<file path="config.mk">
export PLATFORM = sky130hd
export DESIGN_NAME = alu_ctrl_decoder
export DESIGN_NICKNAME = d
export VERILOG_FILES = /design/src/rtl/riscv_pkg.sv /design/src/rtl/insn_decode.sv /design/src/rtl/alu_ctrl_decoder.sv
export SDC_FILE = /design/constraint.sdc
export NUM_CORES = 1
export LEC_CHECK = 0
export ABC_AREA = 1
export CORE_MARGIN = 2
export CORE_UTILIZATION = 50
export DETAILED_ROUTE_END_ITERATION = 8
export PLACE_DENSITY_LB_ADDON = 0.3
export RECOVER_POWER = 50
export SLEW_MARGIN = 20
export SYNTH_ARGS = -nofsm -noshare
export SYNTH_HDL_FRONTEND = slang
export SYNTH_HIERARCHICAL = 1
export SYNTH_SLANG_ARGS = --single-unit
</file>
<file path="constraint.sdc">
create_clock -name clk -period 3.45 [get_ports clk]
set_clock_uncertainty 0.2 [all_clocks]
set_input_delay 0.8625 -clock clk [delete_from_list [all_inputs] [get_ports clk]]
set_output_delay 0.8625 -clock clk [all_outputs]
set_load 0.02 [all_outputs]
</file>
<file path="src/rtl/riscv_pkg.sv">
// Shared RV32I decode types: opcode constants, ALU control enums, the decoded
// bundle carried through the handshake registers, and immediate helpers.
package riscv_pkg;

    // Major opcodes (insn[6:0])
    localparam logic [6:0] OpcLoad   = 7'b0000011;
    localparam logic [6:0] OpcOpImm  = 7'b0010011;
    localparam logic [6:0] OpcAuipc  = 7'b0010111;
    localparam logic [6:0] OpcStore  = 7'b0100011;
    localparam logic [6:0] OpcOp     = 7'b0110011;
    localparam logic [6:0] OpcLui    = 7'b0110111;
    localparam logic [6:0] OpcBranch = 7'b1100011;
    localparam logic [6:0] OpcJalr   = 7'b1100111;
    localparam logic [6:0] OpcJal    = 7'b1101111;

    // ALU operation; values match RV32I funct3 so OP/OP-IMM pass funct3 through
    typedef enum logic [2:0] {
        AluAdd  = 3'b000,
        AluSll  = 3'b001,
        AluSlt  = 3'b010,
        AluSltu = 3'b011,
        AluXor  = 3'b100,
        AluSr   = 3'b101,
        AluOr   = 3'b110,
        AluAnd  = 3'b111
    } alu_op_e;

    typedef enum logic [1:0] {
        ASelRs1  = 2'd0,
        ASelPc   = 2'd1,
        ASelZero = 2'd2
    } a_sel_e;

    // Occupancy of output register + skid register
    typedef enum logic [1:0] {
        StEmpty = 2'd0,
        StOne   = 2'd1,
        StTwo   = 2'd2
    } skid_state_e;

    typedef struct packed {
        alu_op_e     alu_op;
        logic        sign;
        logic        b_add_one;
        logic        b_negate;
        a_sel_e      a_sel;
        logic        b_sel;
        logic [31:0] imm;
        logic [4:0]  rd;
        logic [4:0]  rs1;
        logic [4:0]  rs2;
        logic        illegal;
    } decoded_t;

    // ADDI x0, x0, 0
    localparam decoded_t NopBundle = '{
        alu_op:    AluAdd,
        sign:      1'b0,
        b_add_one: 1'b0,
        b_negate:  1'b0,
        a_sel:     ASelRs1,
        b_sel:     1'b1,
        imm:       32'h0,
        rd:        5'd0,
        rs1:       5'd0,
        rs2:       5'd0,
        illegal:   1'b0
    };

    function automatic logic [31:0] imm_i(input logic [31:0] insn);
        return {{20{insn[31]}}, insn[31:20]};
    endfunction

    function automatic logic [31:0] imm_s(input logic [31:0] insn);
        return {{20{insn[31]}}, insn[31:25], insn[11:7]};
    endfunction

    function automatic logic [31:0] imm_b(input logic [31:0] insn);
        return {{19{insn[31]}}, insn[31], insn[7], insn[30:25], insn[11:8], 1'b0};
    endfunction

    function automatic logic [31:0] imm_u(input logic [31:0] insn);
        return {insn[31:12], 12'b0};
    endfunction

    function automatic logic [31:0] imm_j(input logic [31:0] insn);
        return {{11{insn[31]}}, insn[31], insn[19:12], insn[20], insn[30:21], 1'b0};
    endfunction

endpackage

</file>
<file path="src/rtl/insn_decode.sv">
// Combinational RV32I instruction -> ALU control bundle decoder.
// Optional feature: define ALU_DECODE_ILLEGAL_EN to report unsupported encodings
// on the illegal flag; otherwise the flag stays 0. Either way they decode as NOP.
module insn_decode
    import riscv_pkg::*;
(
    input  logic [31:0] i_insn,
    output decoded_t    o_bundle
);

    logic [6:0] w_opcode;
    logic [2:0] w_funct3;
    logic [6:0] w_funct7;
    logic [4:0] w_rd;
    logic [4:0] w_rs1;
    logic [4:0] w_rs2;
    logic       w_illegal;
    decoded_t   w_dec;

    assign w_opcode = i_insn[6:0];
    assign w_rd     = i_insn[11:7];
    assign w_funct3 = i_insn[14:12];
    assign w_rs1    = i_insn[19:15];
    assign w_rs2    = i_insn[24:20];
    assign w_funct7 = i_insn[31:25];

    // Map opcode/funct fields to ALU controls; unset fields stay zero
    always_comb begin
        w_dec     = '0;
        w_illegal = 1'b0;
        case (w_opcode)
            OpcOp: begin
                w_dec.alu_op = alu_op_e'(w_funct3);
                w_dec.rd     = w_rd;
                w_dec.rs1    = w_rs1;
                w_dec.rs2    = w_rs2;
                if (w_funct7 == 7'b0100000) begin
                    if (w_funct3 == 3'b000) begin
                        w_dec.b_negate  = 1'b1;
                        w_dec.b_add_one = 1'b1;
                    end else if (w_funct3 == 3'b101) begin
                        w_dec.sign = 1'b1;
                    end else begin
                        w_illegal = 1'b1;
                    end
                end else if (w_funct7 != 7'b0000000) begin
                    w_illegal = 1'b1;
                end
            end
            OpcOpImm: begin
                w_dec.alu_op = alu_op_e'(w_funct3);
                w_dec.b_sel  = 1'b1;
                w_dec.rd     = w_rd;
                w_dec.rs1    = w_rs1;
                w_dec.imm    = imm_i(i_insn);
                // Shifts take a 5-bit shamt; upper bits act as funct7
                if (w_funct3 == 3'b001) begin
                    w_dec.imm = {27'b0, w_rs2};
                    if (w_funct7 != 7'b0000000) w_illegal = 1'b1;
                end else if (w_funct3 == 3'b101) begin
                    w_dec.imm = {27'b0, w_rs2};
                    if (w_funct7 == 7'b0100000) begin
                        w_dec.sign = 1'b1;
                    end else if (w_funct7 != 7'b0000000) begin
                        w_illegal = 1'b1;
                    end
                end
            end
            OpcLui: begin
                w_dec.a_sel = ASelZero;
                w_dec.b_sel = 1'b1;
                w_dec.rd    = w_rd;
                w_dec.imm   = imm_u(i_insn);
            end
            OpcAuipc: begin
                w_dec.a_sel = ASelPc;
                w_dec.b_sel = 1'b1;
                w_dec.rd    = w_rd;
                w_dec.imm   = imm_u(i_insn);
            end
            OpcJal: begin
                w_dec.a_sel = ASelPc;
                w_dec.b_sel = 1'b1;
                w_dec.rd    = w_rd;
                w_dec.imm   = imm_j(i_insn);
            end
            OpcJalr: begin
                w_dec.b_sel = 1'b1;
                w_dec.rd    = w_rd;
                w_dec.rs1   = w_rs1;
                w_dec.imm   = imm_i(i_insn);
                if (w_funct3 != 3'b000) w_illegal = 1'b1;
            end
            OpcLoad: begin
                w_dec.b_sel = 1'b1;
                w_dec.rd    = w_rd;
                w_dec.rs1   = w_rs1;
                w_dec.imm   = imm_i(i_insn);
                if (w_funct3 == 3'b011 || w_funct3 == 3'b110 || w_funct3 == 3'b111) begin
                    w_illegal = 1'b1;
                end
            end
            OpcStore: begin
                w_dec.b_sel = 1'b1;
                w_dec.rs1   = w_rs1;
                w_dec.rs2   = w_rs2;
                w_dec.imm   = imm_s(i_insn);
                if (w_funct3 > 3'b010) w_illegal = 1'b1;
            end
            OpcBranch: begin
                w_dec.rs1 = w_rs1;
                w_dec.rs2 = w_rs2;
                w_dec.imm = imm_b(i_insn);
                // Equality compares via a - b; ordered compares via set-less-than
                case (w_funct3)
                    3'b000, 3'b001: begin
                        w_dec.b_negate  = 1'b1;
                        w_dec.b_add_one = 1'b1;
                    end
                    3'b100, 3'b101: w_dec.alu_op = AluSlt;
                    3'b110, 3'b111: w_dec.alu_op = AluSltu;
                    default:        w_illegal = 1'b1;
                endcase
            end
            default: w_illegal = 1'b1;
        endcase

        if (w_illegal) w_dec = NopBundle;
`ifdef ALU_DECODE_ILLEGAL_EN
        w_dec.illegal = w_illegal;
`else
        w_dec.illegal = 1'b0;
`endif
    end

    assign o_bundle = w_dec;

endmodule

</file>
<file path="src/rtl/alu_ctrl_decoder.sv">
// ALU control decoder stage: decodes RV32I instructions and buffers the result
// in an output register plus one skid register with valid/ready on both sides.
// Optional feature macro ALU_DECODE_ILLEGAL_EN is handled inside insn_decode.
module alu_ctrl_decoder
    import riscv_pkg::*;
#(
    parameter int unsigned WIDTH = 32
) (
    input  logic             clk,
    input  logic             rst_n,
    input  logic             flush,
    input  logic             in_valid,
    output logic             in_ready,
    input  logic [31:0]      in_insn,
    input  logic [WIDTH-1:0] in_pc,
    output logic             out_valid,
    input  logic             out_ready,
    output logic [2:0]       out_alu_op,
    output logic             out_sign,
    output logic             out_b_add_one,
    output logic             out_b_negate,
    output logic [1:0]       out_a_sel,
    output logic             out_b_sel,
    output logic [WIDTH-1:0] out_imm,
    output logic [WIDTH-1:0] out_pc,
    output logic [4:0]       out_rd,
    output logic [4:0]       out_rs1,
    output logic [4:0]       out_rs2,
    output logic             out_illegal
);

    skid_state_e      r_state;
    skid_state_e      w_state_next;
    decoded_t         w_dec;
    decoded_t         r_out;
    decoded_t         r_skid;
    logic [WIDTH-1:0] r_out_pc;
    logic [WIDTH-1:0] r_skid_pc;
    logic             w_in_fire;
    logic             w_out_fire;
    logic             w_load_out_new;
    logic             w_load_out_skid;
    logic             w_load_skid;

    insn_decode u_insn_decode (
        .i_insn   (in_insn),
        .o_bundle (w_dec)
    );

    // Handshake flags come from registered state only, no input-to-output path
    assign in_ready   = (r_state != StTwo);
    assign out_valid  = (r_state != StEmpty);
    assign w_in_fire  = in_valid & in_ready;
    assign w_out_fire = out_valid & out_ready;

    // Occupancy state register
    always_ff @(posedge clk or negedge rst_n) begin
        if (!rst_n) begin
            r_state <= StEmpty;
        end else begin
            r_state <= w_state_next;
        end
    end

    // Next occupancy and register load enables; flush overrides any transfer
    always_comb begin
        w_state_next    = r_state;
        w_load_out_new  = 1'b0;
        w_load_out_skid = 1'b0;
        w_load_skid     = 1'b0;
        if (flush) begin
            w_state_next = StEmpty;
        end else begin
            unique case (r_state)
                StEmpty: begin
                    if (w_in_fire) begin
                        w_state_next   = StOne;
                        w_load_out_new = 1'b1;
                    end
                end
                StOne: begin
                    case ({w_in_fire, w_out_fire})
                        2'b10: begin
                            w_state_next = StTwo;
                            w_load_skid  = 1'b1;
                        end
                        2'b01: w_state_next = StEmpty;
                        2'b11: w_load_out_new = 1'b1;
                        default: ;
                    endcase
                end
                StTwo: begin
                    if (w_out_fire) begin
                        w_state_next    = StOne;
                        w_load_out_skid = 1'b1;
                    end
                end
                default: w_state_next = StEmpty;
            endcase
        end
    end

    // Output and skid bundle registers; skid always holds the younger entry
    always_ff @(posedge clk or negedge rst_n) begin
        if (!rst_n) begin
            r_out     <= '0;
            r_out_pc  <= '0;
            r_skid    <= '0;
            r_skid_pc <= '0;
        end else begin
            if (w_load_out_new) begin
                r_out    <= w_dec;
                r_out_pc <= in_pc;
            end else if (w_load_out_skid) begin
                r_out    <= r_skid;
                r_out_pc <= r_skid_pc;
            end
            if (w_load_skid) begin
                r_skid    <= w_dec;
                r_skid_pc <= in_pc;
            end
        end
    end

    assign out_alu_op    = r_out.alu_op;
    assign out_sign      = r_out.sign;
    assign out_b_add_one = r_out.b_add_one;
    assign out_b_negate  = r_out.b_negate;
    assign out_a_sel     = r_out.a_sel;
    assign out_b_sel     = r_out.b_sel;
    assign out_imm       = WIDTH'($signed(r_out.imm));
    assign out_pc        = r_out_pc;
    assign out_rd        = r_out.rd;
    assign out_rs1       = r_out.rs1;
    assign out_rs2       = r_out.rs2;
    assign out_illegal   = r_out.illegal;

endmodule

</file>
# Yosys cells after proc, flatten, opt, wreduce, memory -nomap -nowiden

Index checks and enable logic that the tools add are counted.

Output and inout port bits: 91
Input bits: 69
Register bits after elaboration: 179
Word-level logic and storage cells: 126

Eq/ne operators: 25
Reduce and logical (&&, ||, !) cells: 22
Bitwise logic cells: 2
$lt $le $gt $ge: 1
Mux-type cells: 52

Operators with widths:

| operator                                                                | count |
|---|---|
| 32-bit case mux with 6 select lines                                     | 1 |
| 57-bit 2-to-1 mux                                                       | 3 |
| 32-bit 2-to-1 mux                                                       | 4 |
| 7-bit by 6-bit equality test with 1-bit output, second input constant   | 4 |
| 1-bit 2-to-1 mux                                                        | 26 |
| 7-bit equality test, second input constant                              | 3 |
| 2-bit case mux with 2 select lines                                      | 4 |
| 5-bit 2-to-1 mux                                                        | 3 |
| 7-bit by 5-bit equality test with 1-bit output, second input constant   | 2 |
| 2-bit OR reduction                                                      | 7 |
| 7-bit OR reduction                                                      | 2 |
| 3-bit equality test, second input constant                              | 4 |
| 6-bit OR reduction                                                      | 2 |
| 2-bit 2-to-1 mux                                                        | 5 |
| 7-bit by 2-bit equality test with 1-bit output, second input constant   | 1 |
| 1-bit case mux with 7 select lines                                      | 1 |
| 7-bit nonzero test                                                      | 1 |
| 2-bit equality test, second input constant                              | 3 |
| 3-bit inequality test, second input constant                            | 2 |
| 2-bit case mux with 3 select lines                                      | 1 |
| 3-bit case mux with 2 select lines                                      | 1 |
| 3-bit OR reduction                                                      | 2 |
| 2-bit by 1-bit equality test with 1-bit output, second input constant   | 2 |
| 4-bit by 3-bit inequality test with 1-bit output, second input constant | 1 |
| 13 further kinds                                                        | 17 |

# Depth between registers and ports, before layout

Depth after elaboration: 8
Depth in mapped cells: 14
Depth with buffers taken out: 13

# Modules after synthesis

The synthesis kept the hierarchy.

By module, submodules not included:

| module           | instances | sequential area each (um^2) | cells each | area each (um^2) |
|---|---|---|---|---|
| alu_ctrl_decoder | 1         | 4504.3                      | 918        | 7968.9 |
| insn_decode      | 1         | 0.0                         | 275        | 1283.7 |

# Least setup slack after synthesis

Ideal clock, no wire load.

Kind: input -> register
From: input in_insn[1]
To: register r_out (netlist bit out_rd[4])
Path buffers: 1
Cell stages on the path: 11
Data required time: 3.181 ns
Slack: 1.097 ns
Arrival time: 2.084 ns
Library setup time: 0.069 ns
Path through: nand2_2 > nor2_2 > nand2_1 > nand2_2 > nor2_2 > nand3_2 > nand3_4 > buf_6 > nor2_1 > nand4_1 > nand3_1

RTL lines:

| what                 | line                    | text |
|---|---|---|
| start, declared      | alu_ctrl_decoder.sv:14  | `input logic [31:0] in_insn,` |
| end signal, assigned | alu_ctrl_decoder.sv:112 | `r_out <= w_dec;` |
| end signal, assigned | alu_ctrl_decoder.sv:115 | `r_out <= r_skid;` |
| end, declared        | alu_ctrl_decoder.sv:35  | `decoded_t r_out;` |

# Worst setup path after layout

From: input flush
To: register r_skid[54] in the netlist's numbering

Longest elaborated chain between the ends: 1

RTL lines:

| what                 | line                    | text |
|---|---|---|
| start, declared      | alu_ctrl_decoder.sv:11  | `input logic flush,` |
| 1-bit 2-to-1 mux     | alu_ctrl_decoder.sv:71  | `if (flush) begin` |
| end signal, assigned | alu_ctrl_decoder.sv:119 | `r_skid <= w_dec;` |
| end, declared        | alu_ctrl_decoder.sv:36  | `decoded_t r_skid;` |

Every way passes these cells.
A chain may end at the register's enable or synchronous reset.

==> metrics.txt <==
transition time of the tightest slew-check pin=2.14 ns; Post-synth EDFFs=0; first-pass GRT wire length=42.5 mm; setup slack of the worst register-to-register path=0.73 ns; number of H-tree branching levels=4; largest family of logic cells by synthesized area=simple AND/OR/NAND/NOR gates; GPL Wtd Cong=0.939; type of element capturing the critical path=flip-flop; complex-gate fraction of the synthesized area=0.0637; global-route congestion overflow total=0; maximum number of pins on one net before global-route repair=90; main flop type after synthesis=sky130_fd_sc_hd__dfrtp_1; Slew Limit Fails=37; static leakage=5.28 nW; number of standard cells after synthesis=1193; total routing usage reported by global routing=0.270; number of violations of the max-capacitance limit=1; total power draw=6.31 mW; number of sinks on the clock net=180; register area=0.00450 mm²; cell family contributing the most delay on the critical path=buffers and inverters; maximum clock path buffer count=2; synthesized-area fraction occupied by and/or/nand/nor cells=0.347; commonest non-fill, non-tap cells in the layout=sky130_fd_sc_hd__nand2_1, sky130_fd_sc_hd__nand3_1, sky130_fd_sc_hd__dfrtp_1; multi-input logic area=0.00381 mm²; Final Net Count=1382; final routed wirelength across all metal layers=26.1 mm; clock root buffer=sky130_fd_sc_hd__clkbuf_16; Global Route met3 Usage=0.0410; synthesized area=0.00925 mm²; worst endpoint data arrival time=3.20 ns; run status=complete, but fails checks; overall die area=0.0196 mm²; average instance area after synthesis=7.76 µm²; critical path startpoint category=input port; kind of path behind the tightest hold check=flip-flop to flip-flop; clock tree from TritonCTS=yes; vias per inst=5.56; Post-synth ARST share=1.00; met1 layer usage reported by global route=0.376; CTS Buf Count=17; total inserted antenna cells=0; I/O pin total=160; DRT antenna net count=0; maximum ir drop on the vdd rail=0.000356 V; f_max=321 MHz; clock input transition at the sequential cells of the worst setup and hold paths=0.07 ns; internal portion of total power=4.20 mW; synthesis-stage register bit count=180; Seq pwr share=0.431; count of yosys warnings during synthesis=6; via count of the first global-routing pass=8183; Rel. slew slack=-0.427; synthesized-area fraction occupied by xor and xnor cells=0; area grow syn2layout=24.8%; clock latency reported for the late side of the worst-skew pair=0.43 ns; final total negative setup slack=0 ns; count of unique library cells instantiated by Yosys=29; failing checks=DRC, capacitance limit, slew limit; share of the clock period used by the worst path after layout=0.902; largest driver fanout on the critical path=76; power density of the placed cells=547 mW/mm²; detailed-router iteration count before antenna repair=9; sequential fraction of the synthesis area=0.487; number of failing hold endpoints at the final stage=0; Rows=49; initial antenna violation count=0; Die Height=140 µm; remaining design rule violation count=16; DRC marker count from the first detailed-route iteration=803; total vias in the final route=8649; most frequent standard cell in the layout excluding fill and tap cells=sky130_fd_sc_hd__nand2_1; Port Buf Inserts=159; Min Clock Period, post-route=3.11 ns; number of gates resized after CTS=0; unrepaired setup endpoints after global routing=no; final setup violation count=0; multiplexer share of the synthesized area=0; switching power total=2.11 mW; Avg WL per Cell=16.8 µm; Synthesized Nets=1262; die width=140 µm; slowest stage delay, CP=0.75 ns; starting utilization of the core area=0.512; layout filler cell count=1617; part of the total power dissipated in combinational logic=0.271; Cell Chain, Critical Path=clkdlybuf4s50_1, nor2_1, nand3_1, buf_12, nand2_1, o21ai_0; post-CTS setup buffer count=0; total core area=0.0181 mm²; share of total power in the clock network=0.298; layer with the highest usage after global routing=met2; met2 usage in global routing=0.443; critical setup path kind=input port to flip-flop; adder-cell share of the synthesized area=0; Net Sw Frac=0.334; layout cells sized above 1=0.0860; number of buffer and inverter instances along the worst setup path=2; worst-path cell with the longest stage delay=sky130_fd_sc_hd__nand3_1; HPWL reported at the end of detailed placement=17.0 mm; Critical Path RT=3.54 ns; number of buffers added to fix hold violations after cts=0
==> layer usage <==
metal | vias to the layer above | wire (µm)
met3 | 36 | 1680
li1 | 4161 | -
met4 | 0 | 382
met2 | 337 | 12500
met1 | 4115 | 11500
met5 | - | 0
==> worst reg2reg max path: cells and delay by family, from the launching register on <==
kind / cells / cell delay (ns)
compound gates: 1 / 0.09
buf+inv: 2 / 0.77
flops: 1 / 0.41
simple gates: 4 / 1.12
==> cell families after synthesis <==
kind of cell | after synthesis
other | 1
buffers and inverters | 219
AO/OA/AOI/OAI | 115
flip-flops | 180
AND/OR/NAND/NOR | 678
==> power groups by stage <==
stage | Sequential, mW | Combinational (mW) | Clock [mW]
after floorplan | 2.96 | 0.770 | 0
after global placement | 2.74 | 1.75 | 0
after detailed placement | 2.76 | 1.78 | 0
after CTS | 2.72 | 1.78 | 1.93
after global routing | 2.77 | 1.87 | 2.02
final | 2.72 | 1.71 | 1.88
==> cell type report <==
cell class	count	share of cell area
sequential	180	0.390
inverter	134	0.0436
multi-input combinational	794	0.330
clock inverter	12	0.0102
clock buffer	20	0.0396
tap	229	0.0248
timing repair buffer	186	0.162
==> per-stage QoR <==
stage / cell area (µm²) / hold slack [ns] / std cells / setup WS (ns) / util
6_report: 11500 / 0.281 / 1555 / 0.339 / 0.638
5_1_grt: 11500 / 0.308 / 1555 / 0.201 / 0.638
4_1_cts: 11600 / 0.130 / 1555 / 0.472 / 0.641
3_5_place_dp: 11000 / 0.273 / 1523 / 0.104 / 0.609
3_3_place_gp: 11000 / 0.265 / 1523 / 0.145 / 0.609
2_1_floorplan: 9250 / 0.253 / 1193 / 1.10 / -
==> worst paths after layout <==
check | to | from | cells past startpoint
min in group asynchronous | out_pc[6] | rst_n | 1
min reg2reg | out_rs1[4] | r_skid[10] | 2
min | out_rs1[4] | r_skid[10] | 2
max reg2reg | r_skid[54] | r_state[1] | 7
max in group asynchronous | r_skid_pc[27] | rst_n | 2
max | r_skid[54] | flush | 6
==> registers in the layout, summed over array words and instances, names as in the netlist, 3 cells and up <==
register / cells
r_skid_pc: 32
out_rs2: 5
out_rs1: 5
out_alu_op: 3
out_rd: 5
out_pc: 32
out_imm: 32
r_skid: 57
==> synth_stat cells, types with 2 or more instances <==
cell type / n / area (µm²)
sky130_fd_sc_hd__buf_6: 8 / 90.1
sky130_fd_sc_hd__nor2_2: 34 / 213
sky130_fd_sc_hd__clkbuf_1: 39 / 146
sky130_fd_sc_hd__nand3_1: 200 / 1000
sky130_fd_sc_hd__nand3_2: 4 / 40.0
sky130_fd_sc_hd__o31ai_1: 2 / 15.0
sky130_fd_sc_hd__nor2_1: 84 / 315
sky130_fd_sc_hd__nand3_4: 2 / 35.0
sky130_fd_sc_hd__dfrtp_1: 180 / 4500
sky130_fd_sc_hd__a21oi_1: 2 / 10.0
sky130_fd_sc_hd__o21ai_1: 11 / 55.1
sky130_fd_sc_hd__buf_2: 20 / 100
sky130_fd_sc_hd__o211ai_1: 2 / 15.0
sky130_fd_sc_hd__nand2_1: 251 / 942
sky130_fd_sc_hd__inv_1: 126 / 473
sky130_fd_sc_hd__buf_4: 9 / 67.6
sky130_fd_sc_hd__o21ai_0: 96 / 480
sky130_fd_sc_hd__inv_2: 8 / 30.0
sky130_fd_sc_hd__buf_1: 8 / 30.0
sky130_fd_sc_hd__nand4_1: 92 / 576
sky130_fd_sc_hd__nand2_2: 7 / 43.8
Note: power is estimated with default switching activity, not from simulation.
